[config.mk]
export PLATFORM = sky130hd
export DESIGN_NAME = disp_scanner
export DESIGN_NICKNAME = d
export VERILOG_FILES = /design/src/rtl/disp_scanner_pkg.sv /design/src/rtl/seg7_hex_decoder.sv /design/src/rtl/disp_scanner.sv
export SDC_FILE = /design/constraint.sdc
export NUM_CORES = 1
export LEC_CHECK = 0
export ABC_AREA = 1
export ABC_CLOCK_PERIOD_IN_PS = 2160
export BUFFER_PORTS_ARGS = -buffer_cell sky130_fd_sc_hd__clkbuf_2
export CAP_MARGIN = 20
export CORE_UTILIZATION = 40
export CTS_BUF_LIST = sky130_fd_sc_hd__clkbuf_8
export DETAILED_ROUTE_END_ITERATION = 8
export PLACE_DENSITY_LB_ADDON = 0.3
export SETUP_SLACK_MARGIN = 0.2
export SKIP_LAST_GASP = 1
export SLEW_MARGIN = 20
export SYNTH_ARGS = -nofsm -noshare
export SYNTH_HDL_FRONTEND = slang
export SYNTH_HIERARCHICAL = 1
export SYNTH_SLANG_ARGS = --single-unit
[constraint.sdc]
create_clock -name clock -period 2.16 [get_ports clock]
set_input_delay 0.108 -clock clock [delete_from_list [all_inputs] [get_ports clock]]
set_output_delay 0.108 -clock clock [all_outputs]
set_load 0.05 [all_outputs]
[src/rtl/disp_scanner_pkg.sv]
// Shared constants for multiplexed seven-segment display drivers.
// Latency: n/a (constants and a width helper only).
// Backpressure: n/a.
// Contents: blank segment code, active-low hex font (g..a order), index width helper.
package disp_scanner_pkg;

   // All segments off (active-low), dp included.
   localparam logic [7:0] SEG_BLANK = 8'hFF;

   // Active-low hex font, bit 6 = g ... bit 0 = a. Entry F is listed first.
   localparam logic [15:0][6:0] HEX_FONT = {
      7'h0E, 7'h06, 7'h21, 7'h46,   // F E d C
      7'h03, 7'h08, 7'h10, 7'h00,   // b A 9 8
      7'h78, 7'h02, 7'h12, 7'h19,   // 7 6 5 4
      7'h30, 7'h24, 7'h79, 7'h40    // 3 2 1 0
   };

   // Width of a digit index; never narrower than one bit.
   function automatic int sel_width(input int n);
      return (n <= 1) ? 1 : $clog2(n);
   endfunction

endpackage

[src/rtl/seg7_hex_decoder.sv]
// Hex nibble plus decimal point to active-low seven-segment pattern.
// Latency: purely combinational.
// Backpressure: none.
// Ports: nibble (hex digit), dp (1 = point lit), seg (active-low, seg[7] = dp, seg[6:0] = g..a).
module seg7_hex_decoder
   import disp_scanner_pkg::*;
(
   input  logic [3:0] nibble,
   input  logic       dp,
   output logic [7:0] seg
);

   assign seg = {~dp, HEX_FONT[nibble]};

endmodule

[src/rtl/disp_scanner.sv]
// Multiplexed common-anode digit scanner with PWM brightness and per-frame input snapshot.
// Latency: seg/an/sel/frame_start registered, 1 cycle behind counter/shadow state.
// Backpressure: none; en=0 freezes the scan position and darkens the display.
// Ports: clock, rst (async active-low); en; digits/dp_in/blank (captured once per frame);
//        bright (live PWM code); seg/an (active-low pins); sel (digit index); frame_start (pulse).
module disp_scanner
   import disp_scanner_pkg::*;
#(
   parameter  int NUM_DIGITS = 8,
   parameter  int DIV_LOG2   = 10,
   parameter  int BRIGHT_W   = 3,
   localparam int SEL_W      = sel_width(NUM_DIGITS)
) (
   input  logic                    clock,
   input  logic                    rst,
   input  logic                    en,
   input  logic [4*NUM_DIGITS-1:0] digits,
   input  logic [NUM_DIGITS-1:0]   dp_in,
   input  logic [NUM_DIGITS-1:0]   blank,
   input  logic [BRIGHT_W-1:0]     bright,
   output logic [7:0]              seg,
   output logic [NUM_DIGITS-1:0]   an,
   output logic [SEL_W-1:0]        sel,
   output logic                    frame_start
);

   localparam logic [SEL_W-1:0] LAST_IDX = SEL_W'(NUM_DIGITS - 1);

   logic [DIV_LOG2-1:0]     cnt_q, cnt_d;
   logic [SEL_W-1:0]        idx_q, idx_d;
   logic [4*NUM_DIGITS-1:0] sh_dig_q, sh_dig_d;
   logic [NUM_DIGITS-1:0]   sh_dp_q, sh_dp_d;
   logic [NUM_DIGITS-1:0]   sh_blank_q, sh_blank_d;
   logic [7:0]              seg_q, seg_d;
   logic [NUM_DIGITS-1:0]   an_q, an_d;
   logic [SEL_W-1:0]        sel_q, sel_d;
   logic                    fs_q, fs_d;

   logic                    dwell_end;
   logic                    frame_wrap;
   logic                    lit;
   logic [BRIGHT_W-1:0]     pwm_phase;
   logic [3:0]              cur_nib;
   logic [7:0]              dec_seg;

   // Current digit's shadowed nibble through the shared decoder.
   assign cur_nib = sh_dig_q[{idx_q, 2'b00} +: 4];

   seg7_hex_decoder u_dec (
      .nibble (cur_nib),
      .dp     (sh_dp_q[idx_q]),
      .seg    (dec_seg)
   );

   always_comb begin
      dwell_end  = en & (&cnt_q);
      // Explicit wrap at the last digit so non-power-of-two banks never visit unused indices.
      frame_wrap = dwell_end & (idx_q == LAST_IDX);
      // Top bits of the prescaler form the PWM ramp within each dwell.
      pwm_phase  = cnt_q[DIV_LOG2-1 -: BRIGHT_W];
      lit        = en & ~sh_blank_q[idx_q] & (pwm_phase <= bright);

      cnt_d      = en ? cnt_q + DIV_LOG2'(1) : cnt_q;
      idx_d      = idx_q;
      if (dwell_end) begin
         idx_d = frame_wrap ? '0 : idx_q + SEL_W'(1);
      end

      sh_dig_d   = sh_dig_q;
      sh_dp_d    = sh_dp_q;
      sh_blank_d = sh_blank_q;
      if (frame_wrap) begin
         sh_dig_d   = digits;
         sh_dp_d    = dp_in;
         sh_blank_d = blank;
      end

      seg_d = lit ? dec_seg : SEG_BLANK;
      an_d  = lit ? ~(NUM_DIGITS'(1) << idx_q) : '1;
      sel_d = idx_q;
      fs_d  = frame_wrap;
   end

   always_ff @(posedge clock or negedge rst) begin
      if (!rst) begin
         cnt_q      <= '0;
         idx_q      <= '0;
         sh_dig_q   <= '0;
         sh_dp_q    <= '0;
         sh_blank_q <= '1;
         seg_q      <= SEG_BLANK;
         an_q       <= '1;
         sel_q      <= '0;
         fs_q       <= 1'b0;
      end else begin
         cnt_q      <= cnt_d;
         idx_q      <= idx_d;
         sh_dig_q   <= sh_dig_d;
         sh_dp_q    <= sh_dp_d;
         sh_blank_q <= sh_blank_d;
         seg_q      <= seg_d;
         an_q       <= an_d;
         sel_q      <= sel_d;
         fs_q       <= fs_d;
      end
   end

   assign seg         = seg_q;
   assign an          = an_q;
   assign sel         = sel_q;
   assign frame_start = fs_q;

endmodule

Word level (Yosys, flattened, before mapping)
Memories as Yosys holds them, arrays and structs flattened.
Cells that the tools add are included.
{"block": "classes", "n_addsub": 2, "multipliers": 0, "div_mod_pow": 0, "magnitude_cmp": 3, "n_eq_ne": 1, "n_shift": 2, "n_mux": 8, "bitwise_logic": 7, "n_reduce_logical": 1}
{"cell": "32-bit by 6-bit indexed part select with 4-bit output", "n": 1}
{"cell": "8-bit two-way mux", "n": 2}
{"cell": "10-bit by 1-bit adder with 10-bit output (second input constant)", "n": 1}
{"cell": "10-bit AND reduction", "n": 1}
{"cell": "8-bit NOT", "n": 1}
{"cell": "1-bit by 3-bit left shift with 8-bit output (first input constant)", "n": 1}
{"cell": "7-bit two-way mux", "n": 1}
{"cell": "1-bit binary-select mux with 3-bit select", "n": 2}
{"cell": "4-bit by 5-bit < comparator with 1-bit output (second input constant)", "n": 1}
{"cell": "1-bit bitwise AND", "n": 4}
{"cell": "3-bit by 4-bit < comparator with 1-bit output (second input constant)", "n": 1}
{"cell": "3-bit by 1-bit adder with 3-bit output (second input constant)", "n": 1}
{"cell": "3-bit equality test (second input constant)", "n": 1}
{"cell": "3-bit less-or-equal comparator", "n": 1}
{"cell": "3-bit two-way mux", "n": 1}
{"cell": "1-bit two-way mux", "n": 2}
{"cell": "1-bit NOT", "n": 2}
{"block": "totals", "ff_bits": 81, "latch_bits": 0, "ram_bits": 0, "rom_bits": 112, "in_bits": 54, "out_inout_bits": 20, "word_cells": 34, "mem_count": 1}
{"memory": "(no name shown)", "words": 16, "word_bits": 7, "rd": 1, "rd_ports_with_merged_regs": 0, "wr": 0, "line_no": "seg7_hex_decoder.sv:13", "source": "assign seg = {~dp, HEX_FONT[nibble]};"}

Depth between registers and ports, before layout
Gate-level depths: netlist of the first run.
{"block": "depth", "depth_word": 6, "ltp_mapped": 15, "ltp_nobuf": 13}

By module
Netlist of the first run, hierarchy kept.
{"mod": "disp_scanner", "instances": 1, "cells_each": 429, "area_per_inst_um2": 3677.3, "seq_area_each_um2": 2057.0}
{"mod": "seg7_hex_decoder", "instances": 1, "cells_each": 50, "area_per_inst_um2": 277.8, "seq_area_each_um2": 0.0}

Worst setup path before layout of the first run
Ideal clock, no wire load.
{"block": "synth_timing", "kind": "register to register", "start": "register idx_q[0]", "end": "register seg_q[3], in the netlist seg[3]", "setup_ns": 0.104, "arrival_time_ns": 2.006, "required_time_ns": 2.056, "setup_slack_ns": 0.050, "path_stages_with_launch": 15, "path_buffers": 2, "period_less_slack_ns": 2.110, "cell_sequence": "dfrtp_1 > buf_2 > inv_1 > clkbuf_1 > o21ai_0 > o22ai_1 > nand2_1 > nand2_1 > inv_1 > ha_1 > nand2_1 > nand3_1 > nand2_1 > inv_1 > nand4_1"}
{"block": "synth_via", "elab_cells_between_ends": 9, "classes_between": "shift (1); mux (4); bitwise (3); memory (1)"}
{"element": "start: declaration", "line_no": "disp_scanner.sv:30", "source": "logic [SEL_W-1:0] idx_q, idx_d;"}
{"element": "start signal: assignment", "line_no": "disp_scanner.sv:97", "source": "idx_q <= idx_d;"}
{"element": "32-bit by 6-bit indexed part select with 4-bit output", "line_no": "disp_scanner.sv:47", "source": "assign cur_nib = sh_dig_q[{idx_q, 2'b00} +: 4];"}
{"element": "net cur_nib[1]", "line_no": "disp_scanner.sv:43", "source": "logic [3:0] cur_nib;"}
{"element": "memory 16 x 7 bit"}
{"element": "7-bit two-way mux (not written as such)", "line_no": "seg7_hex_decoder.sv:13"}
{"element": "net dec_seg[3]", "line_no": "disp_scanner.sv:44", "source": "logic [7:0] dec_seg;"}
{"element": "8-bit two-way mux", "line_no": "disp_scanner.sv:78", "source": "seg_d = lit ? dec_seg : SEG_BLANK;"}
{"element": "net seg_d[3]", "line_no": "disp_scanner.sv:34", "source": "logic [7:0] seg_q, seg_d;"}
{"element": "end signal: assignment", "line_no": "disp_scanner.sv:101", "source": "seg_q <= seg_d;"}
{"element": "end: declaration", "line_no": "disp_scanner.sv:34"}
The timed path passes the listed nets, and every way through them passes these cells. The select of a mux whose other input is x is not followed.
A chain may end at the register's enable or synchronous reset.

Worst setup path in the final report of the first run
Ends and elaborated chain as after synthesis.

==> impl_metrics.json, run 1 <==
{
  "outcome": "finished, final reports clean",
  "regArea_um2": 2060,
  "die-area_um2": 10300,
  "firstDrtPassIters": 4,
  "ys_ff_latch": 81,
  "clk_latency_ns": 0.35,
  "fin_crit_ns": 1.88,
  "power_frac_seq_pct": 51.5,
  "final_area_um2": 5300,
  "tightest_slew_ns": 0.495,
  "async_reset_ff_share_pct": 100,
  "crit_chain": "buf_6 > buf_6 > nor2_1 > o22ai_1 > nand2_1 > nand2_2 > inv_4 > ha_4 > nand2_1 > nand3_1 > nand2_1 > inv_1 > nand4_1",
  "setup_viol_count_final": 0,
  "drv_slew": 0,
  "fmax_ghz": 0.531,
  "cts-root-buf": "clkbuf_8",
  "drv_cap": 0,
  "end_kind": "flop",
  "grt_max_degree": 50,
  "wire_per_inst_um": 12.8,
  "worst-path-buf-inv": 4,
  "fillerInstances": 862,
  "yosysSeqAreaShare_pct": 52.0,
  "multi_input_area_um2": 1680,
  "final_hold_viol_count": 0,
  "power.share.clock_pct": 38.1,
  "route.detailed.drc": 0,
  "path_clk_slew_ns": 0.08,
  "combPwrFrac_pct": 10.4,
  "critPathTopFamily": "simple AND/OR/NAND/NOR gates",
  "rows": 35,
  "place_congestion": 0.903,
  "synth_top_cell_area_share_pct": 36.1,
  "p_per_area_nw_per_um2": 602,
  "io_pins": 74,
  "hpwl_mm": 6.09,
  "critPathSlowestCell": "dfrtp_2",
  "die_y_um": 101,
  "relSlewSlack_pct": 66.9,
  "path_common_cell": "nand2_1",
  "htree_levels": 3,
  "cts_buffers": 9,
  "start_kind": "flop",
  "die_w_um": 101,
  "min_path_type": "in2reg",
  "yosysTopAreaCell": "dfrtp_1",
  "cp.required_ns": 2.40,
  "drtIter0Drc": 131,
  "leakagePower_uw": 0.00275,
  "postRouteAntennaNets": 0,
  "design.core.area_um2": 9420,
  "cts_tree": "done",
  "clkSinkCount": 81,
  "vdd_drop_max_mv": 0.350,
  "placed_cell_area_um2": 4480,
  "internal-power_uw": 2440,
  "antenna_cells": 0,
  "max_stage_delay_ns": 0.44,
  "avgSynthCellArea_um2": 8.26,
  "drive_above_1_share_pct": 25.4,
  "crit_arrival_ns": 2.12,
  "synth-edff-count": 0,
  "fin_crit_sh_pct": 87.2,
  "vias_per_cell": 4.71,
  "wirelength_mm": 9.43,
  "grt_util_all_layers_pct": 19.8,
  "start_util_pct": 42.0,
  "layout_commonest_cell": "nand2_1",
  "vias": 3484,
  "switching_share_pct": 23.7,
  "synth-main-ff-cell": "dfrtp_1",
  "p_switching_uw": 756,
  "grt_first_pass_wirelength_mm": 15.8,
  "cts_max_path_buffers": 2,
  "grt_pass1_vias": 3426,
  "antenna_found_initial": 0,
  "synth_cell_types": 27,
  "syn_inst": 479,
  "nNetsFinal": 676,
  "worstSetupPathType": "reg2reg",
  "yosys-top-cells-area": "dfrtp_1 36%, nand2_1 19%, dfstp_2 16%",
  "skew_ns": 0.0131,
  "grt_overflow": 0,
  "rsz0062_at_grt": "yes",
  "syn_area_um2": 3960,
  "final_cell_mix": "199 x nand2_1, 72 x clkbuf_2, 56 x dfrtp_1",
  "portBuffers": 73,
  "yosys_warnings": 6,
  "area_growth_pct": 34.0,
  "path_max_fanout": 7,
  "synth_fp_nets": 550,
  "setup_tns_ns": 0
}
registers in the layout, indices dropped and copies added, names as in the netlist:
name	count
sh_dp_q	8
idx_q	3
sh_dig_q	32
seg	8
frame_start	1
cnt_q	10
sh_blank_q	8
an	8
sel	3
Yosys cell counts (2+ instances only):
master      n
ha_1       17
nor2_1     27
dfrtp_1    57
buf_2      10
o22ai_1    10
inv_2       2
inv_1      36
nand4_1    16
xnor2_1     3
xor2_1      5
clkbuf_1    8
dfstp_2    24
nand3_1    18
o21ai_0    24
a21oi_1     3
buf_6       4
nand2_1   205
routing by layer:
metal  vias up  wire length (um)  track usage [%]  part of all wire (%)
met5         -                 0                0                     0
met1      1637              4500             27.0                    48
li1       1753                 -                -                     -
met4         0               102             6.91                   1.1
met2        84              4470             31.3                    47
met3        10               359             4.28                   3.8
power groups by stage:
stage	clock, uW	combinational (uW)	sequential, uW
final	1220	333	1640
after global routing	1330	373	1650
after CTS	1250	336	1640
after detailed placement	0	267	1670
after global placement	0	258	1670
after floorplan	0	123	1690
final timing paths:
check                           slack (ns)     startpoint             to  depth (start not counted)
max in group asynchronous             1.27            rst  sh_blank_q[7]                          3
worst max register to register        0.28       idx_q[0]         seg[3]                         13
min in group asynchronous             0.23            rst       cnt_q[0]                          2
worst min register to register        0.47  sh_blank_q[0]  sh_blank_q[0]                          2
worst max-delay path                  0.28       idx_q[0]         seg[3]                         13
worst min-delay path                  0.01             en       cnt_q[0]                          2
layout make-up:
type	instances	area share (%)
Clock buffer	10	2.60
Multi-Input combinational cell	336	31.6
Timing Repair Buffer	138	19.4
Sequential cell	81	38.8
Inverter	39	2.95
Tap cell	129	3.04
Clock inverter	6	1.56
per-stage QoR:
stage	utilization, %	hold slack (ns)	instances	power (uW)	worst slack [ns]
3_5_place_dp	47.5	0.0737	669	1940	0.209
6_report	56.3	0.0138	739	3190	0.276
3_3_place_gp	47.5	0.0704	669	1930	0.337
4_1_cts	55.1	0.00443	734	3230	0.207
2_1_floorplan	-	-0.188	479	1820	0.224
5_1_grt	56.3	0.0209	739	3360	0.134
timing repair:
item,CTS,global route
endpoints found under the setup margin,0,7
setup buffers,0,5
hold endpoints to repair,64,0
gates resized for setup,0,30
hold buffers,49,0
kinds of logic (layout without fill, tap and decap cells):
logic type,after synthesis,in the layout,synth area share [%]
AND/OR/NAND/NOR,271,271,28.2
flip-flops,81,81,52.0
buffers and inverters,62,193,7.05
AO/OA/AOI/OAI,40,40,5.57
adder cells (fa/ha/maj),17,17,5.38
XOR/XNOR,8,8,1.77
Note: power is estimated with default switching activity, not from simulation.
==> run 2: changes to the inputs <==
--- a/config.mk
+++ b/config.mk
@@ -9,6 +9,7 @@
 export ABC_CLOCK_PERIOD_IN_PS = 2160
 export BUFFER_PORTS_ARGS = -buffer_cell sky130_fd_sc_hd__clkbuf_2
 export CAP_MARGIN = 20
+export CORE_MARGIN = 5
 export CORE_UTILIZATION = 40
 export CTS_BUF_LIST = sky130_fd_sc_hd__clkbuf_8
 export DETAILED_ROUTE_END_ITERATION = 8
==> impl_metrics.json, run 2 (same netlist as run 1, synthesis figures left out) <==
{
  "fin_crit_sh_pct": 87.4,
  "firstDrtPassIters": 5,
  "skew_ns": 0.0106,
  "crit_arrival_ns": 2.14,
  "fmax_ghz": 0.530,
  "start_util_pct": 40.7,
  "grt_overflow": 0,
  "path_common_cell": "nand2_1",
  "io_pins": 74,
  "wirelength_mm": 9.32,
  "rsz0062_at_grt": "yes",
  "postRouteAntennaNets": 0,
  "antenna_cells": 0,
  "largest_register": "sh_dig_q",
  "drive_above_1_share_pct": 25.1,
  "drtIter0Drc": 175,
  "tightest_slew_ns": 0.523,
  "end_kind": "flop",
  "drv_cap": 0,
  "setup_tns_ns": 0,
  "clkSinkCount": 81,
  "crit_chain": "clkbuf_16 > nor2_1 > o22ai_1 > nand2_1 > nand2_2 > buf_4 > ha_1 > nand2_1 > nand2_1 > nand2_1 > nand2_1 > inv_1 > nand4_1",
  "path_max_fanout": 7,
  "nNetsFinal": 679,
  "min_path_type": "in2reg",
  "relSlewSlack_pct": 65.1,
  "leakagePower_uw": 0.00276,
  "worstSetupPathType": "reg2reg",
  "die_w_um": 109,
  "cts_max_path_buffers": 2,
  "die_y_um": 109,
  "outcome": "finished, final reports clean",
  "final_hold_viol_count": 0,
  "antenna_found_initial": 0,
  "htree_levels": 3,
  "rrSetupSlack_ns": 0.27,
  "cts_tree": "done",
  "path_clk_slew_ns": 0.08,
  "design.core.area_um2": 9730,
  "cts-root-buf": "clkbuf_8",
  "cts_buffers": 9,
  "max_stage_delay_ns": 0.49,
  "vias_per_cell": 4.64,
  "wire_per_inst_um": 12.5,
  "area_growth_pct": 34.3,
  "cp.required_ns": 2.41,
  "grt_first_pass_wirelength_mm": 15.5,
  "grt_max_degree": 49,
  "clk_latency_ns": 0.35,
  "grt_util_all_layers_pct": 16.2,
  "holdWs_ns": 0.0404,
  "rows": 36,
  "portBuffers": 73,
  "critPathSlowestCell": "dfrtp_2",
  "vias": 3464,
  "start_kind": "flop",
  "layout_commonest_cell": "nand2_1",
  "reg_top3": "sh_dig_q: 32 flops, cnt_q: 10 flops",
  "vdd_drop_max_mv": 0.378,
  "place_congestion": 0.894,
  "final_cell_mix": "200 x nand2_1, 72 x clkbuf_2, 55 x dfrtp_1",
  "largest_reg_flops": 32,
  "p_per_area_nw_per_um2": 606,
  "grt_pass1_vias": 3312,
  "route.detailed.drc": 0,
  "hpwl_mm": 6.25,
  "setup_viol_count_final": 0,
  "fin_crit_ns": 1.89,
  "die-area_um2": 12000,
  "drv_slew": 0
}
[run 2: repair_timing]
item	in CTS	in global routing
cloned	0	1
buffers inserted	0	5
hold buffers	49	0
endpoints found under the hold margin	68	0
setup endpoints to repair	3	7
pin swaps	0	3
gates resized for setup	1	25
[run 2: final cells by class]
class	instances	area, um^2
fill	912	4420
sequential	81	2060
multi-input combinational	336	1630
timing repair buffer	141	1070
tap	133	166
inverter	39	159
clock buffer	10	138
clock inverter	6	90.1
[run 2: metal layers]
layer,global-route usage (%),up-vias,wire (um)
met2,24.7,90,4270
li1,-,1760,-
met1,22.9,1605,4440
met3,3.11,9,496
met4,6.14,0,109
met5,0,-,0
[run 2: critical path: cells and delay by family (launching register included)]
family,cells,cell delay [ns]
simple gates,8,0.66
buf+inv,3,0.37
fa+ha+maj,1,0.17
flops,1,0.49
compound gates,1,0.10
[run 2: final timing paths]
check | startpoint | end | depth (start not counted)
max in group asynchronous | rst | sh_blank_q[7] | 3
min in group asynchronous | rst | cnt_q[0] | 2
max | idx_q[0] | seg[3] | 13
min | en | cnt_q[0] | 2
max reg2reg | idx_q[0] | seg[3] | 13
min reg2reg | sh_blank_q[6] | sh_blank_q[6] | 2
[run 2: power by group]
part           leakage [uW]  internal [uW]  switching [uW]
Combinational       0.00164            168             167
Clock              0.000113            686             559
Sequential          0.00100           1590            50.3
Total               0.00276           2440             776
[run 2: stage by stage]
stage | std cells | instance area, um^2 | setup slack (ns) | utilization [%] | power [uW]
floorplan | 479 | 3980 | 0.224 | - | 1820
global placement | 675 | 4480 | 0.262 | 46.1 | 1920
detailed placement | 675 | 4480 | 0.211 | 46.1 | 1940
CTS | 740 | 5200 | 0.207 | 53.5 | 3250
global route | 746 | 5310 | 0.143 | 54.6 | 3360
finish | 746 | 5310 | 0.271 | 54.6 | 3220
==> run 3: changes to the inputs <==
--- a/config.mk
+++ b/config.mk
@@ -13,11 +13,10 @@
 export CORE_UTILIZATION = 40
 export CTS_BUF_LIST = sky130_fd_sc_hd__clkbuf_8
 export DETAILED_ROUTE_END_ITERATION = 8
-export PLACE_DENSITY_LB_ADDON = 0.3
+export PLACE_DENSITY = 0.71
 export SETUP_SLACK_MARGIN = 0.2
 export SKIP_LAST_GASP = 1
 export SLEW_MARGIN = 20
 export SYNTH_ARGS = -nofsm -noshare
 export SYNTH_HDL_FRONTEND = slang
-export SYNTH_HIERARCHICAL = 1
 export SYNTH_SLANG_ARGS = --single-unit
==> impl_metrics.json, run 3 <==
{
  "clk_latency_ns": 0.35,
  "fmax_ghz": 0.540,
  "skew_ns": 0.00629,
  "vias_per_cell": 4.69,
  "synth_top_cell_area_share_pct": 36.1,
  "crit_arrival_ns": 2.08,
  "min_path_type": "in2reg",
  "largest_reg_flops": 32,
  "p_per_area_nw_per_um2": 615,
  "drv_slew": 0,
  "syn_inst": 469,
  "cp.required_ns": 2.39,
  "rrSetupSlack_ns": 0.31,
  "firstDrtPassIters": 4,
  "rows": 36,
  "yosysTopAreaCell": "dfrtp_1",
  "htree_levels": 3,
  "path_clk_slew_ns": 0.08,
  "die_w_um": 109,
  "route.detailed.drc": 0,
  "layout_commonest_cell": "nand2_1",
  "tightest_slew_ns": 0.519,
  "drive_above_1_share_pct": 25.0,
  "use_met1_pct": 21.9,
  "busiest_layer": "met2",
  "place_congestion": 0.834,
  "power_uw": 3290,
  "postRouteAntennaNets": 0,
  "relSlewSlack_pct": 65.4,
  "design.core.area_um2": 9730,
  "hold_depth": 2,
  "hpwl_mm": 6.52,
  "grt_util_all_layers_pct": 17.2,
  "nNetsFinal": 673,
  "grt_overflow": 0,
  "drv_cap": 0,
  "worstSetupPathType": "reg2reg",
  "antenna_found_initial": 0,
  "die_y_um": 109,
  "cts_max_path_buffers": 2,
  "wire_per_inst_um": 13.2,
  "power_frac_seq_pct": 50.3,
  "fin_crit_ns": 1.85,
  "grt_first_pass_wirelength_mm": 16.3,
  "yosysMostFrequentCell": "nand2_1",
  "antenna_cells": 0,
  "rsz0062_at_grt": "yes",
  "r2r_start": "idx_q[0]",
  "switching_share_pct": 22.8,
  "rr_worst_depth": 8,
  "yosys_warnings": 0,
  "avgSynthCellArea_um2": 8.43,
  "vdd_drop_max_mv": 0.260,
  "synth_cell_types": 27,
  "fin_crit_sh_pct": 85.7,
  "combPwrFrac_pct": 8.8,
  "portBuffers": 73,
  "clkSinkCount": 81,
  "grt.met3_usage_pct": 2.70,
  "area_growth_pct": 35.2,
  "fin_util_pct": 54.9,
  "regArea_um2": 2060,
  "async_reset_ff_share_pct": 100,
  "p_switching_uw": 749,
  "final_hold_viol_count": 0,
  "cts_tree": "done",
  "synth-main-ff-cell": "dfrtp_1",
  "setup_viol_count_final": 0,
  "wirelength_mm": 9.81,
  "drtIter0Drc": 175,
  "syn_area_um2": 3950,
  "cts_buffers": 9,
  "power.share.clock_pct": 40.9,
  "leakagePower_uw": 0.00266,
  "setup_tns_ns": 0,
  "vias": 3475,
  "min_from": "en",
  "holdPathEnd": "cnt_q[0]",
  "internal-power_uw": 2540,
  "r2r_end": "sh_dig_q[9]",
  "yosysSeqAreaShare_pct": 52.0,
  "final_cell_mix": "187 x nand2_1, 72 x clkbuf_2, 55 x dfrtp_1",
  "cts-root-buf": "clkbuf_8",
  "outcome": "finished, final reports clean",
  "grt_pass1_vias": 3567,
  "ys_ff_latch": 81,
  "start_kind": "flop",
  "multi_input_area_um2": 1620,
  "grtUsageMet2_pct": 29.3,
  "end_kind": "flop",
  "synth-edff-count": 0,
  "io_pins": 74,
  "die-area_um2": 12000,
  "largest_register": "sh_dig_q",
  "yosys-top-cells-area": "dfrtp_1 36%, nand2_1 18%, dfstp_2 16%",
  "grt_max_degree": 44,
  "start_util_pct": 40.6,
  "synthTopCellsByCount": "189 x nand2_1, 57 x dfrtp_1, 45 x nand3_1",
  "reg_top3": "sh_dig_q: 32 flops, cnt_q: 10 flops",
  "fillerInstances": 878,
  "path_max_fanout": 33,
  "synth_fp_nets": 539
}
-- run 3: cell count changes after synthesis, moves of 4 or more --
cell      previous run  this run
clkbuf_1             8         4
nor2_1              27        15
buf_2               10         6
o22ai_1             10         0
o21ai_2              1         5
inv_1               36        43
nand4_1             16         3
nand3_1             18        45
nand2_1            205       189
-- run 3: repair_timing --
action | in CTS | in global routing
setup buffers | 0 | 6
resized for setup | 1 | 17
hold buffers | 49 | 0
pin swaps | 0 | 2
cloned | 0 | 3
setup endpoints to repair | 30 | 64
endpoints found under the hold margin | 73 | 0
-- run 3: power by group through the flow --
| stage | logic (uW) | clock network [uW] | registers [uW] |
|---|---|---|---|
| 6_report | 290 | 1340 | 1650 |
| 5_1_grt | 331 | 1450 | 1670 |
| 4_1_cts | 295 | 1360 | 1650 |
| 3_5_place_dp | 223 | 0 | 1680 |
| 3_3_place_gp | 214 | 0 | 1670 |
| 2_1_floorplan | 116 | 0 | 1670 |
-- run 3: layout make-up --
type / instances / area share (%)
sequential: 81 / 38.5
timing repair inverter: 1 / 0.0937
multi-input combinational: 326 / 30.3
tap: 133 / 3.11
inverter: 44 / 3.16
clock inverter: 6 / 1.99
timing repair buffer: 140 / 20.2
clock buffer: 10 / 2.58
-- run 3: how the worst max path moves through the flow --
| stage | start | to | slack [ns] | cells past startpoint |
|---|---|---|---|---|
| finish | idx_q[0] | sh_dig_q[9] | 0.31 | 8 |
| global placement | idx_q[0] | sh_dig_q[21] | 0.23 | 7 |
| global route | cnt_q[0] | sh_dig_q[13] | 0.16 | 9 |
| detailed placement | idx_q[0] | sh_dig_q[28] | 0.17 | 7 |
| floorplan | idx_q[0] | seg[6] | 0.35 | 12 |
| CTS | idx_q[0] | sh_dig_q[29] | 0.20 | 8 |
-- run 3: kinds of logic after synthesis --
group                      Yosys count  synth area share [%]
buffers and inverters               62                  7.40
AOI/OAI and AO/OA                   39                  5.79
xor gates and xnor gates             9                  1.99
muxes                                1                 0.285
DFF                                 81                  52.0
adders and majority gates           16                  5.06
and+or+nand+nor                    261                  27.4
-- run 3: worst max-delay path, stage by stage (launching register included) --
cell       delay [ns]
dfrtp_2          0.44
buf_12           0.20
ha_1             0.19
ha_2             0.20
inv_1            0.07
nor3_4           0.18
buf_4            0.20
clkbuf_16        0.17
o21ai_0          0.08
-- run 3: metrics by stage --
| stage | worst slack (ns) | cells | hold slack (ns) | instance area [um^2] |
|---|---|---|---|---|
| global placement | 0.228 | 667 | 0.111 | 4450 |
| floorplan | 0.350 | 469 | -0.188 | 3950 |
| CTS | 0.201 | 732 | 0.117 | 5190 |
| finish | 0.308 | 741 | 0.142 | 5340 |
| detailed placement | 0.169 | 667 | 0.122 | 4450 |
| global route | 0.160 | 741 | 0.155 | 5340 |
-- run 3: metal layers --
layer / vias up / share of wire [%] / routed length (um)
li1: 1742 / - / -
met4: 0 / 1.6 / 161
met2: 110 / 49 / 4800
met1: 1609 / 44 / 4290
met3: 14 / 5.7 / 558
met5: - / 0 / 0
